$ cat src/rtl/alu_req_arbiter.sv
// Round-robin arbiter sharing one combinational ALU between requesters A and B.
// Granted operations are registered onto the ALU inputs; results return on a tagged valid/ready response.
module alu_req_arbiter #(
  parameter int DATA_WIDTH = 32,
  parameter int OPRN_WIDTH = 6,
  parameter int OPRN_MAX   = 9
) (
  input  logic                  CLK,
  input  logic                  RST,
  input  logic                  a_valid,
  output logic                  a_ready,
  input  logic [OPRN_WIDTH-1:0] a_oprn,
  input  logic [DATA_WIDTH-1:0] a_op1,
  input  logic [DATA_WIDTH-1:0] a_op2,
  input  logic                  b_valid,
  output logic                  b_ready,
  input  logic [OPRN_WIDTH-1:0] b_oprn,
  input  logic [DATA_WIDTH-1:0] b_op1,
  input  logic [DATA_WIDTH-1:0] b_op2,
  output logic [OPRN_WIDTH-1:0] alu_oprn,
  output logic [DATA_WIDTH-1:0] alu_op1,
  output logic [DATA_WIDTH-1:0] alu_op2,
  input  logic [DATA_WIDTH-1:0] alu_result,
  output logic                  rsp_valid,
  input  logic                  rsp_ready,
  output logic                  rsp_id,
  output logic [DATA_WIDTH-1:0] rsp_data,
  output logic                  rsp_err,
  output logic                  busy
);

  // state | meaning
  // IDLE  | no operation in flight; ready offered to the granted requester
  // EXEC  | operands on the ALU inputs, result settling
  // RESP  | response presented and held until rsp_ready
  localparam logic [1:0] IDLE = 2'd0;
  localparam logic [1:0] EXEC = 2'd1;
  localparam logic [1:0] RESP = 2'd2;

  localparam logic [OPRN_WIDTH-1:0] OPRN_MAX_V = OPRN_WIDTH'(OPRN_MAX);

  logic [1:0]            state_q, state_d;
  logic                  last_grant_q, last_grant_d;
  logic                  run_q, run_d;
  logic [OPRN_WIDTH-1:0] alu_oprn_q, alu_oprn_d;
  logic [DATA_WIDTH-1:0] alu_op1_q, alu_op1_d;
  logic [DATA_WIDTH-1:0] alu_op2_q, alu_op2_d;
  logic                  rsp_valid_q, rsp_valid_d;
  logic                  rsp_id_q, rsp_id_d;
  logic [DATA_WIDTH-1:0] rsp_data_q, rsp_data_d;
  logic                  rsp_err_q, rsp_err_d;
  logic                  grant_a, grant_b;
  logic                  oprn_illegal;

  // run_q keeps ready low while reset is asserted and for the first edge after release.
  always_comb begin
    grant_a      = a_valid & (~b_valid | last_grant_q);
    grant_b      = b_valid & (~a_valid | ~last_grant_q);
    oprn_illegal = (alu_oprn_q == '0) || (alu_oprn_q > OPRN_MAX_V);
  end

  assign a_ready   = run_q & (state_q == IDLE) & grant_a;
  assign b_ready   = run_q & (state_q == IDLE) & grant_b;
  assign alu_oprn  = alu_oprn_q;
  assign alu_op1   = alu_op1_q;
  assign alu_op2   = alu_op2_q;
  assign rsp_valid = rsp_valid_q;
  assign rsp_id    = rsp_id_q;
  assign rsp_data  = rsp_data_q;
  assign rsp_err   = rsp_err_q;
  assign busy      = (state_q != IDLE);

  always_comb begin
    state_d      = state_q;
    last_grant_d = last_grant_q;
    run_d        = 1'b1;
    alu_oprn_d   = alu_oprn_q;
    alu_op1_d    = alu_op1_q;
    alu_op2_d    = alu_op2_q;
    rsp_valid_d  = rsp_valid_q;
    rsp_id_d     = rsp_id_q;
    rsp_data_d   = rsp_data_q;
    rsp_err_d    = rsp_err_q;
    case (state_q)
      IDLE: begin
        if (a_ready | b_ready) begin
          alu_oprn_d   = b_ready ? b_oprn : a_oprn;
          alu_op1_d    = b_ready ? b_op1  : a_op1;
          alu_op2_d    = b_ready ? b_op2  : a_op2;
          rsp_id_d     = b_ready;
          last_grant_d = b_ready;
          state_d      = EXEC;
        end
      end
      EXEC: begin
        rsp_data_d  = oprn_illegal ? '0 : alu_result;
        rsp_err_d   = oprn_illegal;
        rsp_valid_d = 1'b1;
        state_d     = RESP;
      end
      RESP: begin
        if (rsp_ready) begin
          rsp_valid_d = 1'b0;
          state_d     = IDLE;
        end
      end
      default: state_d = IDLE;
    endcase
  end

  always_ff @(posedge CLK or negedge RST) begin
    if (!RST) begin
      state_q      <= IDLE;
      last_grant_q <= 1'b1;
      run_q        <= 1'b0;
      alu_oprn_q   <= '0;
      alu_op1_q    <= '0;
      alu_op2_q    <= '0;
      rsp_valid_q  <= 1'b0;
      rsp_id_q     <= 1'b0;
      rsp_data_q   <= '0;
      rsp_err_q    <= 1'b0;
    end else begin
      state_q      <= state_d;
      last_grant_q <= last_grant_d;
      run_q        <= run_d;
      alu_oprn_q   <= alu_oprn_d;
      alu_op1_q    <= alu_op1_d;
      alu_op2_q    <= alu_op2_d;
      rsp_valid_q  <= rsp_valid_d;
      rsp_id_q     <= rsp_id_d;
      rsp_data_q   <= rsp_data_d;
      rsp_err_q    <= rsp_err_d;
    end
  end

endmodule
$ cat config.mk
export PLATFORM = sky130hd
export DESIGN_NAME = alu_req_arbiter
export DESIGN_NICKNAME = d
export VERILOG_FILES = /design/src/rtl/alu_req_arbiter.sv
export SDC_FILE = /design/constraint.sdc
export NUM_CORES = 1
export LEC_CHECK = 0
export ABC_AREA = 1
export ABC_CLOCK_PERIOD_IN_PS = 1820
export BUFFER_PORTS_ARGS = -buffer_cell sky130_fd_sc_hd__buf_4
export CAP_MARGIN = 20
export CORE_MARGIN = 4
export CORE_UTILIZATION = 46
export CTS_CLUSTER_SIZE = 8
export DETAILED_ROUTE_END_ITERATION = 10
export HOLD_SLACK_MARGIN = 0.02
export PLACE_DENSITY = 0.79
export SLEW_MARGIN = 20
export SYNTH_ARGS = -nofsm -noshare
export SYNTH_HDL_FRONTEND = slang
export SYNTH_SLANG_ARGS = --single-unit
$ cat constraint.sdc
create_clock -name CLK -period 1.82 [get_ports CLK]
set_input_delay 0.273 -clock CLK [delete_from_list [all_inputs] [get_ports CLK]]
set_output_delay 0.273 -clock CLK [all_outputs]
set_load 0.005 [all_outputs]
# After elaboration in Yosys (flattened, before gate mapping)
# Cells that the tools add are included.
dict set report totals {
  register_bits 109
  output_inout_bits 108
  elab_cells 43
}
dict set report op_classes {
  order_cmp 1
  n_eq_ne 4
  muxes 9
  n_bitwise 11
  n_reduce_logical 8
}
# operator n
set ops {}
lappend ops {{$mux W32} 3}
lappend ops {{$gt A6 B4 Y1 const B} 1}
lappend ops {{$logic_not A6 Y1} 1}
lappend ops {{$mux W6} 1}
lappend ops {{$pmux W2 S3} 1}
lappend ops {{$reduce_and A2 Y1} 3}
lappend ops {{$and A1 B1 Y1} 5}
lappend ops {{$mux W2} 2}
lappend ops {{$reduce_bool A2 Y1} 2}
lappend ops {{$not A1 Y1} 3}
lappend ops {{$or A1 B1 Y1} 3}
lappend ops {{$eq A2 B1 Y1 const B} 1}
lappend ops {{$eq A2 B2 Y1 const B} 1}
lappend ops {{$logic_not A2 Y1} 1}
lappend ops {{$ne A2 B1 Y1 const B} 1}
lappend ops {{$ne A2 B2 Y1 const B} 1}
lappend ops {{$pmux W1 S2} 1}
lappend ops {{$logic_or A1 B1 Y1} 1}
lappend ops {{$mux W1} 1}

# Longest topological paths before layout
# Gate-level depths: netlist (run 1).
dict set report logic_depth {
  word_depth 7
  mapped_depth 7
  ltp_nobuf 6
}

# Least setup slack after synthesis (run 1)
# OpenSTA, ideal clock, no wires.
dict set report synth_timing {
  path_kind {reg2reg}
  startpoint {register last_grant_q}
  endpoint {register alu_op1_q[0] (netlist: alu_op1[0])}
  arrival_time_ns 1.232
  required_ns 1.703
  setup_slack_ns 0.470
  stages_incl_launch_ff 7
  n_path_buf 1
  period_less_slack_ns 1.350
  path_cell_list {dfstp_2 -> nand2_1 -> nand2_2 -> clkbuf_1 -> o21bai_1 -> nand3_1 -> nand2_1}
}
dict set report synth_between {
  elab_chain_len 6
}
# item line_no
set synth_rtl {}
lappend synth_rtl {{start, declared} 43} ;# logic last_grant_q, last_grant_d;
lappend synth_rtl {{start signal, assigned} 125} ;# last_grant_q <= last_grant_d;
lappend synth_rtl {{$not A1 Y1} 58} ;# grant_b = b_valid & (~a_valid | ~last_grant_q);
lappend synth_rtl {{$or A1 B1 Y1} 58}
lappend synth_rtl {{$and A1 B1 Y1} 58}
lappend synth_rtl {{$and A1 B1 Y1} 63} ;# assign b_ready = run_q & (state_q == IDLE) & grant_b;
lappend synth_rtl {{$or A1 B1 Y1} 86} ;# if (a_ready | b_ready) begin
lappend synth_rtl {{$reduce_and A2 Y1 (no source line)} --}
lappend synth_rtl {{end signal, assigned} 128} ;# alu_op1_q <= alu_op1_d;
lappend synth_rtl {{end, declared} 46} ;# logic [DATA_WIDTH-1:0] alu_op1_q, alu_op1_d;
# Parallel ways exist; a longest one is shown, timed or not.
# A chain may end at the register's enable or synchronous reset.

# Worst setup path in the final report (run 1)
dict set report layout_timing {
  startpoint {register state_q[1]}
  endpoint {output port b_ready}
}
dict set report layout_between {
  elab_chain_len 3
}
# item line_no
set layout_rtl {}
lappend layout_rtl {{start, declared} 42} ;# logic [1:0] state_q, state_d;
lappend layout_rtl {{start signal, assigned} 124} ;# state_q <= state_d;
lappend layout_rtl {{$logic_not A2 Y1} 63}
lappend layout_rtl {{$and A1 B1 Y1 (2 in a row)} 63}
lappend layout_rtl {{end, declared} 16} ;# output logic b_ready,
# Every way passes these cells.

==> results.cfg, run 1 <==
[route]
drt_iter0_drc = 374
drt_wl_total_mm = 18.07
vias_per_cell = 5.025
ant_nets = 0
first_pass_iters = 6
num_vias = 5688
wl_per_cell_um = 15.96
drc = 0

[layout]
fin_nets = 1161
syn_to_final_growth_pct = 48.58
final_common_cell = buf_4
drive_gt1_share_pct = 34.07
final_cells = 1132
nFillCells = 991
final_cell_mix = buf_4, nand2_1, nand3_1
register_area_um2 = 2729
design_area_um2 = 8293
diodes = 0
multiInputGateArea_um2 = 2205

[synth]
synth_seq_area_share_pct = 48.89
ys_ff_latch = 109
syn_nets = 887
syn_avg_cell_area_um2 = 7.861
ys_types = 17
yosys.area.top_type = dfrtp_1
yosys_warnings = 0
synth_cells = 710
netlist.area_leader.share_pct = 48.42
synthTopCellsByArea = dfrtp_1, nand3_1, nand2_1, o21bai_1, inv_1
netlist_area_um2 = 5582

[placed_design]
hpwl_mm = 13.04
portBuffers = 284
dp_slack_ns = 0.2732
placed_cell_area_um2 = 7874
gp_congestion = 0.8131
dp_cells = 1107

[setup_path]
required_ns = 1.55
cp_data_arrival_time_ns = 1.46
startpoint_type = flop
worstSetupPathType = flop to primary output
end_kind = primary output
worstPathMaxFanout = 7

[sta]
fin_crit_sh_pct = 95.45
fin_crit_ns = 1.737
max_freq_ghz = 0.5756
postLayoutSetupSlackWorst_ns = 0.08277
fin_skew_ns = 0.009039
fin_setup_tns_ns = 0
rsz0062_at_grt = true
hold_viol_final = 0
finalMaxSlewViolations = 0
setup-violations-final = 0
hold_slack_ns = 0.1211

[flow_run]
maxCapViolations = 0

[clock_tree]
clock-root-buffer = clkbuf_16
clkLatencyLatePin_ns = 0.35
clock-sinks = 109
cts_buffers = 9
cts_tree = yes
cts_buffer_depth = 2
path_clk_slew_ns = 0.07
cts-htree-levels = 3

[die]
die-area_um2 = 13960
die_x_um = 118.2
ios = 285
start_util_pct = 47.86
die_h_um = 118.2
row_count = 39
core_area_um2 = 11660

[power_and_ir_drop]
sequentialPowerShare_pct = 37.8
p_comb_share_pct = 44.0
p_int_mw = 7.211
irDropWorstVdd_mv = 0.4885
p_per_area_nw_per_um2 = 1347
clockPowerShare_pct = 18.2
switchingPower_mw = 3.963
leakage_nw = 4.629
p_sw_share_pct = 35.47

[global_route]
grt_remaining_overflow = 0
track_usage_pct = 25.40
grt_pass1_vias = 5529
grt_max_degree = 54
antenna_found_initial = 0
grt_pass1_wl_mm = 28.92

[hold_path]
min_path_type = primary input to flop

[status]
status = complete, no violations
==> metal layers <==
layer	wire length (um)	GRT usage, %
met1	6966	31.47
met5	0	0
met3	1886	6.925
met4	479	9.744
met2	8733	42.44
==> flip-flops by register name (all words and copies together) (netlist names) <==
register / count
alu_oprn: 6
alu_op2: 32
run_q: 1
alu_op1: 32
rsp_id: 1
rsp_data: 32
state_q: 2
rsp_err: 1
rsp_valid: 1
last_grant_q: 1
==> path summary, 6_finish.rpt <==
check / from / to / slack [ns] / cells past startpoint
worst max-delay path: state_q[1] / b_ready / 0.08 / 5
worst min-delay path: rsp_ready / state_q[1] / 0.12 / 2
worst max register to register: last_grant_q / alu_op1[16] / 0.22 / 8
worst min register to register: rsp_data[4] / rsp_data[4] / 0.49 / 2
max in group asynchronous: RST / last_grant_q / 0.77 / 3
min in group asynchronous: RST / alu_op1[12] / 0.42 / 2
==> power by group through the flow <==
stage,logic (mW),clock network (mW),registers [mW]
after floorplan,2.01,0,4.27
after global placement,4.80,0,4.20
after detailed placement,4.88,0,4.23
after CTS,4.91,2.08,4.22
after global routing,5.45,2.17,4.37
final,4.92,2.03,4.22
==> metrics by stage <==
step / utilization [%] / power [mW]
detailed placement: 67.51 / 9.108
finish: 71.11 / 11.17
floorplan: - / 6.285
global placement: 67.51 / 9.002
global route: 71.11 / 11.99
CTS: 70.36 / 11.20
==> timing repair <==
item                                   in CTS  in global routing
hold buffers                                1                  0
setup buffers                               0                  7
pin swaps                                   0                  3
gates cloned                                0                  1
gates resized for setup                     2                  3
endpoints found under the hold margin      29                  0
setup endpoints to repair                   2                  2
==> kinds of logic after synthesis <==
family,count (synthesis),synth area share [%]
compound gates,108,13.02
buf+inv,159,12.10
flops,109,48.89
other cells,1,0.06718
simple gates,333,25.91
==> area by class of cell <==
type / count / share of cell area, %
Timing Repair Buffer: 311 / 29.60
Sequential cell: 109 / 32.91
Clock inverter: 6 / 0.8449
Multi-Input combinational cell: 442 / 26.58
Tap cell: 143 / 2.158
Inverter: 111 / 5.024
Clock buffer: 10 / 2.882
==> Yosys cell counts (all sizes together) <==
library cell	number
a21oi	1
buf	28
clkbuf	20
conb	1
dfrtp	108
dfstp	1
inv	111
nand2	183
nand3	143
nor2	6
o21ai	37
o21bai	70
or2	1
==> worst max-delay path, cell delays in order, from the launching register on <==
cell and delay, ns:
dfrtp_1 0.42, nor2_2 0.16, nand2_4 0.09, nor2_4 0.20
buf_12 0.15, buf_4 0.10
Note: power is estimated with default switching activity, not from simulation.
==> inputs of run 2 (changes only) <==
Settings changed: PLACE_DENSITY 0.79 to 0.82.
==> run 2 against run 1 <==
- non-clock buffer count is 4 higher
- largest power group unchanged
- wire length down 0.23%
- hold slack gained 0.047 ns
- clock power about the same
- setup slack hardly changed
- total power shrank 0.24%
- sequential share of layout area rose by 0.12 points
- via count up 0.84%
- highest routed layer unchanged
- sequential power rose by 1%
- critical path depth unchanged
- clock skew decreased by 0.0010 ns
==> results.cfg, run 2 (synthesis results as in run 1) <==
[status]
status = complete, no violations

[power_and_ir_drop]
leakage_nw = 4.630
p_total_mw = 11.15
irDropWorstVdd_mv = 0.7061
p_per_area_nw_per_um2 = 1349

[hold_path]
min_path_type = primary input to flop
hold_start = rsp_ready
worstHoldPathCells = 2
min_to = state_q[1]

[sta]
max_freq_ghz = 0.5758
fin_crit_ns = 1.737
setup-violations-final = 0
rsz0062_at_grt = true
fin_crit_sh_pct = 95.43
hold_viol_final = 0
fin_skew_ns = 0.008031
finalMaxSlewViolations = 0
fin_setup_tns_ns = 0
postLayoutSetupSlackWorst_ns = 0.08314

[flow_run]
maxCapViolations = 0

[clock_tree]
cts_buffers = 9
clock-root-buffer = clkbuf_16
clock-sinks = 109
cts-htree-levels = 3
cts_tree = yes
path_clk_slew_ns = 0.07
cts_buffer_depth = 2
clkLatencyLatePin_ns = 0.33

[placed_design]
dp_slack_ns = 0.2728
dp_cells = 1113
hpwl_mm = 13.25
portBuffers = 284
placed_cell_area_um2 = 7869
gp_congestion = 0.8228

[setup_path]
worstPathMaxFanout = 14
ff2ff_path_depth = 8
r2r_slack_ns = 0.15
startpoint_type = flop
r2r-end = alu_op1[25]
r2r_start = state_q[0]
required_ns = 1.55
worstSetupPathType = flop to primary output
end_kind = primary output
cp_data_arrival_time_ns = 1.46

[die]
row_count = 39
die_h_um = 118.2
ios = 285
die_x_um = 118.2
die-area_um2 = 13960
core_area_um2 = 11660
start_util_pct = 47.86

[global_route]
grt_max_degree = 50
grt_pass1_vias = 5609
grt_pass1_wl_mm = 28.99
track_usage_pct = 25.47
grt_remaining_overflow = 0
antenna_found_initial = 0

[layout]
diodes = 0
register_area_um2 = 2729
multiInputGateArea_um2 = 2182
design_area_um2 = 8263
drive_gt1_share_pct = 34.07
final_cells = 1135
nFillCells = 968
final_cell_mix = buf_4, nand2_1, nand3_1
syn_to_final_growth_pct = 48.04
fin_nets = 1165
final_common_cell = buf_4

[route]
num_vias = 5736
drc = 0
wl_per_cell_um = 15.88
drt_wl_total_mm = 18.02
ant_nets = 0
vias_per_cell = 5.054
drt_iter0_drc = 494
first_pass_iters = 5
## run 2: layer usage
metal / GRT usage (%) / vias to the layer above / part of all wire [%] / wire, um
li1: - / 2798 / - / -
met1: 31.18 / 2629 / 39 / 7019
met2: 42.66 / 277 / 49 / 8866
met3: 7.259 / 32 / 9.2 / 1652
met4: 10.04 / 0 / 2.7 / 484
met5: 0 / - / 0 / 0
## run 2: worst max path at each step
stage / from / end / cells past startpoint
after floorplan: last_grant_q / alu_op1[0] / 6
after global placement: state_q[0] / b_ready / 5
after detailed placement: state_q[0] / b_ready / 5
after CTS: state_q[0] / b_ready / 5
after global routing: state_q[0] / a_ready / 6
final: state_q[0] / b_ready / 5
## run 2: critical path, cell delays in order (launching register included)
cell and delay [ns]:
dfrtp_1 0.40, nor2_1 0.14, nand2_2 0.12, nor2_4 0.20
buf_12 0.16, buf_4 0.11
## run 2: what timing repair did
| action | CTS | global route |
|---|---|---|
| resized for setup | 2 | 1 |
| hold buffers | 1 | 0 |
| pin swaps | 0 | 2 |
| hold endpoints to repair | 21 | 0 |
| setup endpoints to repair | 1 | 2 |
| gates cloned | 0 | 1 |
| buffers inserted | 0 | 5 |
## run 2: stage by stage
step                utilization [%]  hold slack [ns]
floorplan                         -         -0.02259
global placement              67.47           0.2063
detailed placement            67.47           0.2114
CTS                           70.27           0.1552
global route                  70.85           0.1708
finish                        70.85           0.1681
## run 2: layout make-up
class                           count  area share, %
Tap cell                          143          2.165
Timing Repair Buffer              315          29.62
Multi-Input combinational cell    442          26.41
Clock inverter                      4         0.6814
Clock buffer                       11          3.059
Sequential cell                   109          33.03
Inverter                          111          5.042
## run 2: report_power, final
| group | total [mW] | switching [mW] | internal (mW) |
|---|---|---|---|
| sequential | 4.27 | 0.711 | 3.56 |
| combinational | 4.87 | 2.35 | 2.52 |
| clock | 2.01 | 0.866 | 1.15 |
